`config.mk`:
```
export PLATFORM = sky130hd
export DESIGN_NAME = piso_tx_sequencer
export DESIGN_NICKNAME = d
export VERILOG_FILES = /design/src/rtl/piso_tx_sequencer.sv
export SDC_FILE = /design/constraint.sdc
export NUM_CORES = 1
export LEC_CHECK = 0
export BUFFER_PORTS_ARGS = -buffer_cell sky130_fd_sc_hd__buf_4
export CAP_MARGIN = 25
export CELL_PAD_IN_SITES_DETAIL_PLACEMENT = 0
export CELL_PAD_IN_SITES_GLOBAL_PLACEMENT = 2
export CORE_UTILIZATION = 28
export CTS_CLUSTER_SIZE = 12
export DETAILED_ROUTE_END_ITERATION = 12
export GPL_TIMING_DRIVEN = 0
export PLACE_DENSITY = 0.8
export SETUP_SLACK_MARGIN = 0.3
export SYNTH_ARGS = -nofsm -noshare
export SYNTH_HDL_FRONTEND = slang
export SYNTH_SLANG_ARGS = --single-unit
```
`constraint.sdc`:
```
create_clock -name clk -period 1.38 [get_ports clk]
set_input_delay 0.207 -clock clk [delete_from_list [all_inputs] [get_ports clk]]
set_output_delay 0.207 -clock clk [all_outputs]
set_load 0.005 [all_outputs]
```
`src/rtl/piso_tx_sequencer.sv`:
```
`default_nettype none
// ============================================================================
// Module   : piso_tx_sequencer
// Purpose  : Sequences a parallel-in/serial-out shift register. A WIDTH-bit
//            word is accepted over a valid/ready handshake, then shifted out
//            one bit every DIV clocks (LSB- or MSB-first), followed by a
//            single-cycle done pulse.
// Ports    : clk       - clock, all state changes on rising edge
//            clr       - asynchronous active-high reset
//            in_valid  - producer offers in_data
//            in_data   - word to transmit (sampled on acceptance only)
//            in_ready  - block can accept a word
//            ser_out   - current serial bit (0 when not shifting)
//            ser_valid - ser_out carries a frame bit
//            busy      - frame in progress (SHIFT or DONE)
//            done      - one-cycle end-of-frame pulse
// Revision : 1.0 - initial release
// ============================================================================
module piso_tx_sequencer #(
    parameter int WIDTH     = 4,
    parameter int DIV       = 1,
    parameter bit LSB_FIRST = 1'b1
) (
    input  logic             clk,
    input  logic             clr,
    input  logic             in_valid,
    input  logic [WIDTH-1:0] in_data,
    output logic             in_ready,
    output logic             ser_out,
    output logic             ser_valid,
    output logic             busy,
    output logic             done
);

    // Counter widths; the divider counter keeps at least one bit so that
    // DIV=1 still has a legal (constant-zero) register.
    localparam int c_BW = $clog2(WIDTH);
    localparam int c_DW = (DIV > 1) ? $clog2(DIV) : 1;

    localparam logic [c_BW-1:0] c_BIT_LAST = c_BW'(WIDTH - 1);
    localparam logic [c_DW-1:0] c_DIV_LAST = c_DW'(DIV - 1);

    typedef enum logic [1:0] {
        ST_IDLE  = 2'd0,
        ST_SHIFT = 2'd1,
        ST_DONE  = 2'd2
    } state_t;

    state_t            r_state;
    state_t            w_state_nxt;
    logic [WIDTH-1:0]  r_shreg;
    logic [WIDTH-1:0]  w_shreg_nxt;
    logic [c_BW-1:0]   r_bit_cnt;
    logic [c_BW-1:0]   w_bit_cnt_nxt;
    logic [c_DW-1:0]   r_div_cnt;
    logic [c_DW-1:0]   w_div_cnt_nxt;

    logic              w_accept;
    logic              w_div_last;
    logic              w_bit_last;
    logic [WIDTH-1:0]  w_shreg_shifted;
    logic              w_out_bit;

    // ------------------------------------------------------------------------
    // Direction-dependent shift and output tap. The register always moves
    // toward the tap end with zero fill, so the tap holds the next bit.
    // ------------------------------------------------------------------------
    generate
        if (LSB_FIRST) begin : g_lsb_first
            assign w_shreg_shifted = r_shreg >> 1;
            assign w_out_bit       = r_shreg[0];
        end else begin : g_msb_first
            assign w_shreg_shifted = r_shreg << 1;
            assign w_out_bit       = r_shreg[WIDTH-1];
        end
    endgenerate

    // ------------------------------------------------------------------------
    // Moore outputs. in_ready is gated by clr so it reads 0 for the whole
    // time reset is held, not just after the register has been cleared.
    // ------------------------------------------------------------------------
    assign in_ready   = (r_state == ST_IDLE) & ~clr;
    assign ser_valid  = (r_state == ST_SHIFT);
    assign ser_out    = ser_valid & w_out_bit;
    assign busy       = (r_state != ST_IDLE);
    assign done       = (r_state == ST_DONE);

    assign w_accept   = in_valid & in_ready;
    assign w_div_last = (r_div_cnt == c_DIV_LAST);
    assign w_bit_last = (r_bit_cnt == c_BIT_LAST);

    // ------------------------------------------------------------------------
    // State register
    // ------------------------------------------------------------------------
    always_ff @(posedge clk or posedge clr) begin
        if (clr) begin
            r_state   <= ST_IDLE;
            r_shreg   <= '0;
            r_bit_cnt <= '0;
            r_div_cnt <= '0;
        end else begin
            r_state   <= w_state_nxt;
            r_shreg   <= w_shreg_nxt;
            r_bit_cnt <= w_bit_cnt_nxt;
            r_div_cnt <= w_div_cnt_nxt;
        end
    end

    // ------------------------------------------------------------------------
    // Next-state logic
    // ------------------------------------------------------------------------
    always_comb begin
        w_state_nxt   = r_state;
        w_shreg_nxt   = r_shreg;
        w_bit_cnt_nxt = r_bit_cnt;
        w_div_cnt_nxt = r_div_cnt;

        case (r_state)
            ST_IDLE: begin
                if (w_accept) begin
                    w_state_nxt   = ST_SHIFT;
                    w_shreg_nxt   = in_data;
                    w_bit_cnt_nxt = '0;
                    w_div_cnt_nxt = '0;
                end
            end

            ST_SHIFT: begin
                if (w_div_last) begin
                    if (w_bit_last) begin
                        // Last bit period ends: clear the register and park
                        // the counters so the next frame starts from zero.
                        w_state_nxt   = ST_DONE;
                        w_shreg_nxt   = '0;
                        w_bit_cnt_nxt = '0;
                        w_div_cnt_nxt = '0;
                    end else begin
                        w_shreg_nxt   = w_shreg_shifted;
                        w_bit_cnt_nxt = r_bit_cnt + c_BW'(1);
                        w_div_cnt_nxt = '0;
                    end
                end else begin
                    w_div_cnt_nxt = r_div_cnt + c_DW'(1);
                end
            end

            ST_DONE: begin
                w_state_nxt = ST_IDLE;
            end

            default: begin
                // Unreachable encoding: recover to a clean idle state.
                w_state_nxt   = ST_IDLE;
                w_shreg_nxt   = '0;
                w_bit_cnt_nxt = '0;
                w_div_cnt_nxt = '0;
            end
        endcase
    end

endmodule
`default_nettype wire

```
=== After elaboration in Yosys (flattened, before gate mapping) ===
Cells that the tools add are included.

* Flip-flop bits (word level): 9
* Bits of input ports: 7
* Output and inout bits: 5
* Word-level logic and storage cells: 37

* Add/sub/neg operators: 2
* Equal/unequal tests: 6
* Multiplexer cells: 15
* Bitwise logic cells: 5
* Reductions and logical operators: 5

{| class="wikitable"
|+ Operators by type and width
! operator !! count
|-
| $mux 2 || 6
|-
| $pmux 4 s3 || 1
|-
| $mux 4 || 2
|-
| $pmux 2 s3 || 1
|-
| $reduce_and 3->1 || 2
|-
| $eq 2x2->1 const B || 2
|-
| $ne 2x2->1 const B || 2
|-
| $pmux 2 s2 || 1
|-
| $and 1x1->1 || 3
|-
| $mux 3 || 1
|-
| $pmux 1 s3 || 1
|-
| $add 2x1->2 const B || 1
|-
| $eq 2x1->1 const B || 1
|-
| $logic_not 2->1 || 1
|-
| $mux 1 || 2
|-
| $ne 2x1->1 const B || 1
|-
| $not 1->1 || 2
|-
| $reduce_and 2->1 || 1
|-
| $reduce_bool 2->1 || 1
|-
| $add 1x1->1 const B || 1
|}

=== Longest topological paths before layout ===
* Depth in word-level cells: 5
* Depth in mapped cells: 4

=== Worst setup path before layout ===
OpenSTA, ideal clock, no wires.

* Path type: register to output
* From: reg r_state[0]
* To: out in_ready
* Arrival: 0.987 ns
* Required time: 1.173 ns
* Path slack: 0.186 ns
* Cell stages (with the launch flop): 4
* Path buffers: 1
* Cell sequence: dfrtp_1 buf_2 or2_2 nor2_1

* Word-level cells in the longest chain between the ends: 2

{| class="wikitable"
|+ Ends and longest elaborated chain
! element !! RTL line !! text
|-
| from (decl) || 49 || <nowiki>state_t r_state;</nowiki>
|-
| from (signal assigned) || 102 || <nowiki>r_state <= w_state_nxt;</nowiki>
|-
| $logic_not 2->1 || 82 || <nowiki>assign in_ready = (r_state == ST_IDLE) & ~clr;</nowiki>
|-
| $and 1x1->1 || 82 ||
|-
| to (decl) || 28 || <nowiki>output logic in_ready,</nowiki>
|}

Every way passes these cells.

=== Worst setup path after layout ===
Ends and elaborated chain as after synthesis.

==> reports/metrics.cfg <==
[placement]
place_area_um2=534.3
place_hpwl_um=590.9
gp_congestion=0.6431
io_buffers=11

[synthesis]
synth_area_per_cell_um2=10.28
syn_inst=41
synth_compound_area_share_pct=15.73
synthSimpleGateAreaFrac_pct=26.11
syn_area_um2=421.7
synth_cell_types=18
synth-seq-cells=8
synthXorXnorAreaFrac_pct=0
synthMuxAreaShare_pct=4.748
synth_top_family_by_area=simple AND/OR/NAND/NOR gates
yosysWarnings=0
synth_nets=49
ys_seq_area_share_pct=47.48
yosys.area_share.adder_pct=2.967

[clocking]
cts-root-buf=clkbuf_4
htree_levels=1
cts_tree=done
clockBufferDepth=2
cts_made_buffers=3
clk_pin_slew_ps=50
insertion_delay_ps=250
clock_sinks=8

[grt]
grt.met1_usage_pct=15.88
grt_pass1_wl_um=1331
grt-busiest-layer=met2
grt.met2_usage_pct=19.14
grt_pass1_vias=322
grt_use_total_pct=13.30
overflow=0
grt_start_max_net_pins=10
grt.met3_usage_pct=3.261
antenna_found_initial=0

[floorplan]
die-height_um=40.81
rows=13
initial_core_util_pct=31.23
dieArea_um2=1665
io_pins=12
core_um2=1350
die_w_um=40.81

[power]
vdd_drop_max_mv=0.7754
combPwrFrac_pct=57.8
swShare_pct=34.05
p_clk_share_pct=12.7
p_per_area_nw_per_um2=2049
power_frac_seq_pct=29.5
leakage_nw=0.3167
p_switching_uw=469.7
p_int_uw=909.7

[worst_setup_path]
r2r-end=r_bit_cnt[0]
arrival_ps=1180
r2r_start=r_state[1]
critPathLaunchType=register
rr_worst_depth=4
crit_required_ps=1170
path_class=register to primary output
reg2reg_setup_slack_ps=100
crit_fanout=3
end_kind=primary output

[route]
routed_wl_um=874
drc=0
routed-via-count=354
drt_iter0_markers=4
routedWlPerCell_um=11.21
firstDrtPassIters=3
routed_via_density=4.538
postRouteAntennaNets=0

[sta]
finalHoldViolCount=0
fin_hold_ws_ps=206.7
slew_headroom_pct=80.17
fmax_mhz=721.8
timing.final.max_slew_violations=0
setup_viol=1
layout_setup_ws_ps=-5.440
skew_ps=2.328
min_period_over_period_pct=100.4
tightest_slew_ps=297.1
fin_crit_ps=1385
rsz0062_at_grt=true
tns_ps=-5.440

[finish]
final_nets=73
final_cell_area_um2=673.1
area_delta_synth_final_pct=59.64
final_cell_mix=buf_4, dfrtp_1, buf_6
drive_gt1_share_pct=53.97
num_antenna_cells=0
layout_commonest_cell=buf_4

[min_path]
holdCritPathClass=primary input to register
min_path_cells=3
holdCritStartpoint=in_data[3]
holdPathEnd=r_shreg[3]

[status]
violations=setup timing
status=finished, violations left

[run]
maxCapViolations=0

## kinds of logic after synthesis
family / count (synthesis)
adder cells (fa/ha/maj): 1
flip-flops: 8
AO/OA/AOI/OAI: 9
multiplexers: 2
AND/OR/NAND/NOR: 18
buffers and inverters: 3
## worst max-delay path by stage
stage	depth (start not counted)	slack, ps	start	end
floorplan	3	290	r_state[0]	in_ready
global placement	3	80	r_state[1]	ser_out
detailed placement	3	100	r_state[1]	ser_out
CTS	4	-20	r_state[0]	in_ready
global route	4	-60	r_state[0]	in_ready
finish	4	-5	r_state[0]	in_ready
## sequential cells by signal (all words and copies together), names as in the netlist
| signal | cells |
|---|---|
| r_bit_cnt | 2 |
| r_shreg | 4 |
| r_state | 2 |
## worst max-delay path, stage by stage, from the launching register on
cell     delay [ps]
dfrtp_1         400
buf_6           130
or2_4           230
nor2_4           80
buf_6            90
## cells in the mapped netlist
cell type	instances	area, um2
o21bai_1	1	7.510
o21ai_0	1	5.000
a22o_1	1	8.760
nand2_1	1	3.750
a31oi_1	3	18.77
o2bb2ai_1	3	26.28
and2_1	2	12.51
nor3b_4	1	18.77
mux2i_1	2	20.02
dfrtp_1	8	200.2
buf_2	1	5.000
ha_1	1	12.51
or2_2	1	6.260
nor2_2	1	6.260
nor2_1	5	18.77
inv_1	2	7.510
nand2b_1	1	6.260
nor2b_1	6	37.54
## through the flow
stage               utilization, %  power, mW  worst slack (ps)  std cells
detailed placement           39.57     0.9381             102.6         67
global placement             39.57     0.9451             79.12         67
CTS                          45.78      1.257            -24.90         75
floorplan                        -     0.7572             293.3         41
finish                       49.86      1.379            -5.440         78
global route                 49.86      1.500            -64.65         78
## routing by layer
metal,wire [um],share of wire [%],vias up
met2,404,46,6
met4,10,1.1,0
li1,-,-,187
met5,0,0,-
met1,432,49,159
met3,28,3.2,2
## power groups by stage
stage	registers [mW]	logic, mW	clock network, mW
finish	0.408	0.797	0.174
global route	0.416	0.888	0.195
CTS	0.402	0.668	0.187
detailed placement	0.404	0.535	0
global placement	0.405	0.540	0
floorplan	0.389	0.368	0
## timing repair
| item | 4_1_cts | 5_1_grt |
|---|---|---|
| resized for setup | 7 | 9 |
| setup buffers | 4 | 3 |
| endpoints found under the hold margin | 8 | 0 |
| endpoints found under the setup margin | 10 | 12 |
| hold buffers | 1 | 0 |
| pin swaps | 5 | 1 |
## layout make-up
class	count	area [um2]
Clock buffer	3	22.52
Multi-Input combinational cell	30	247.7
Tap cell	15	18.77
Buffer	1	11.26
Fill cell	128	676.9
Inverter	2	7.507
Timing Repair Buffer	19	163.9
Sequential cell	8	201.4
Power figures use the tool's default switching activity.
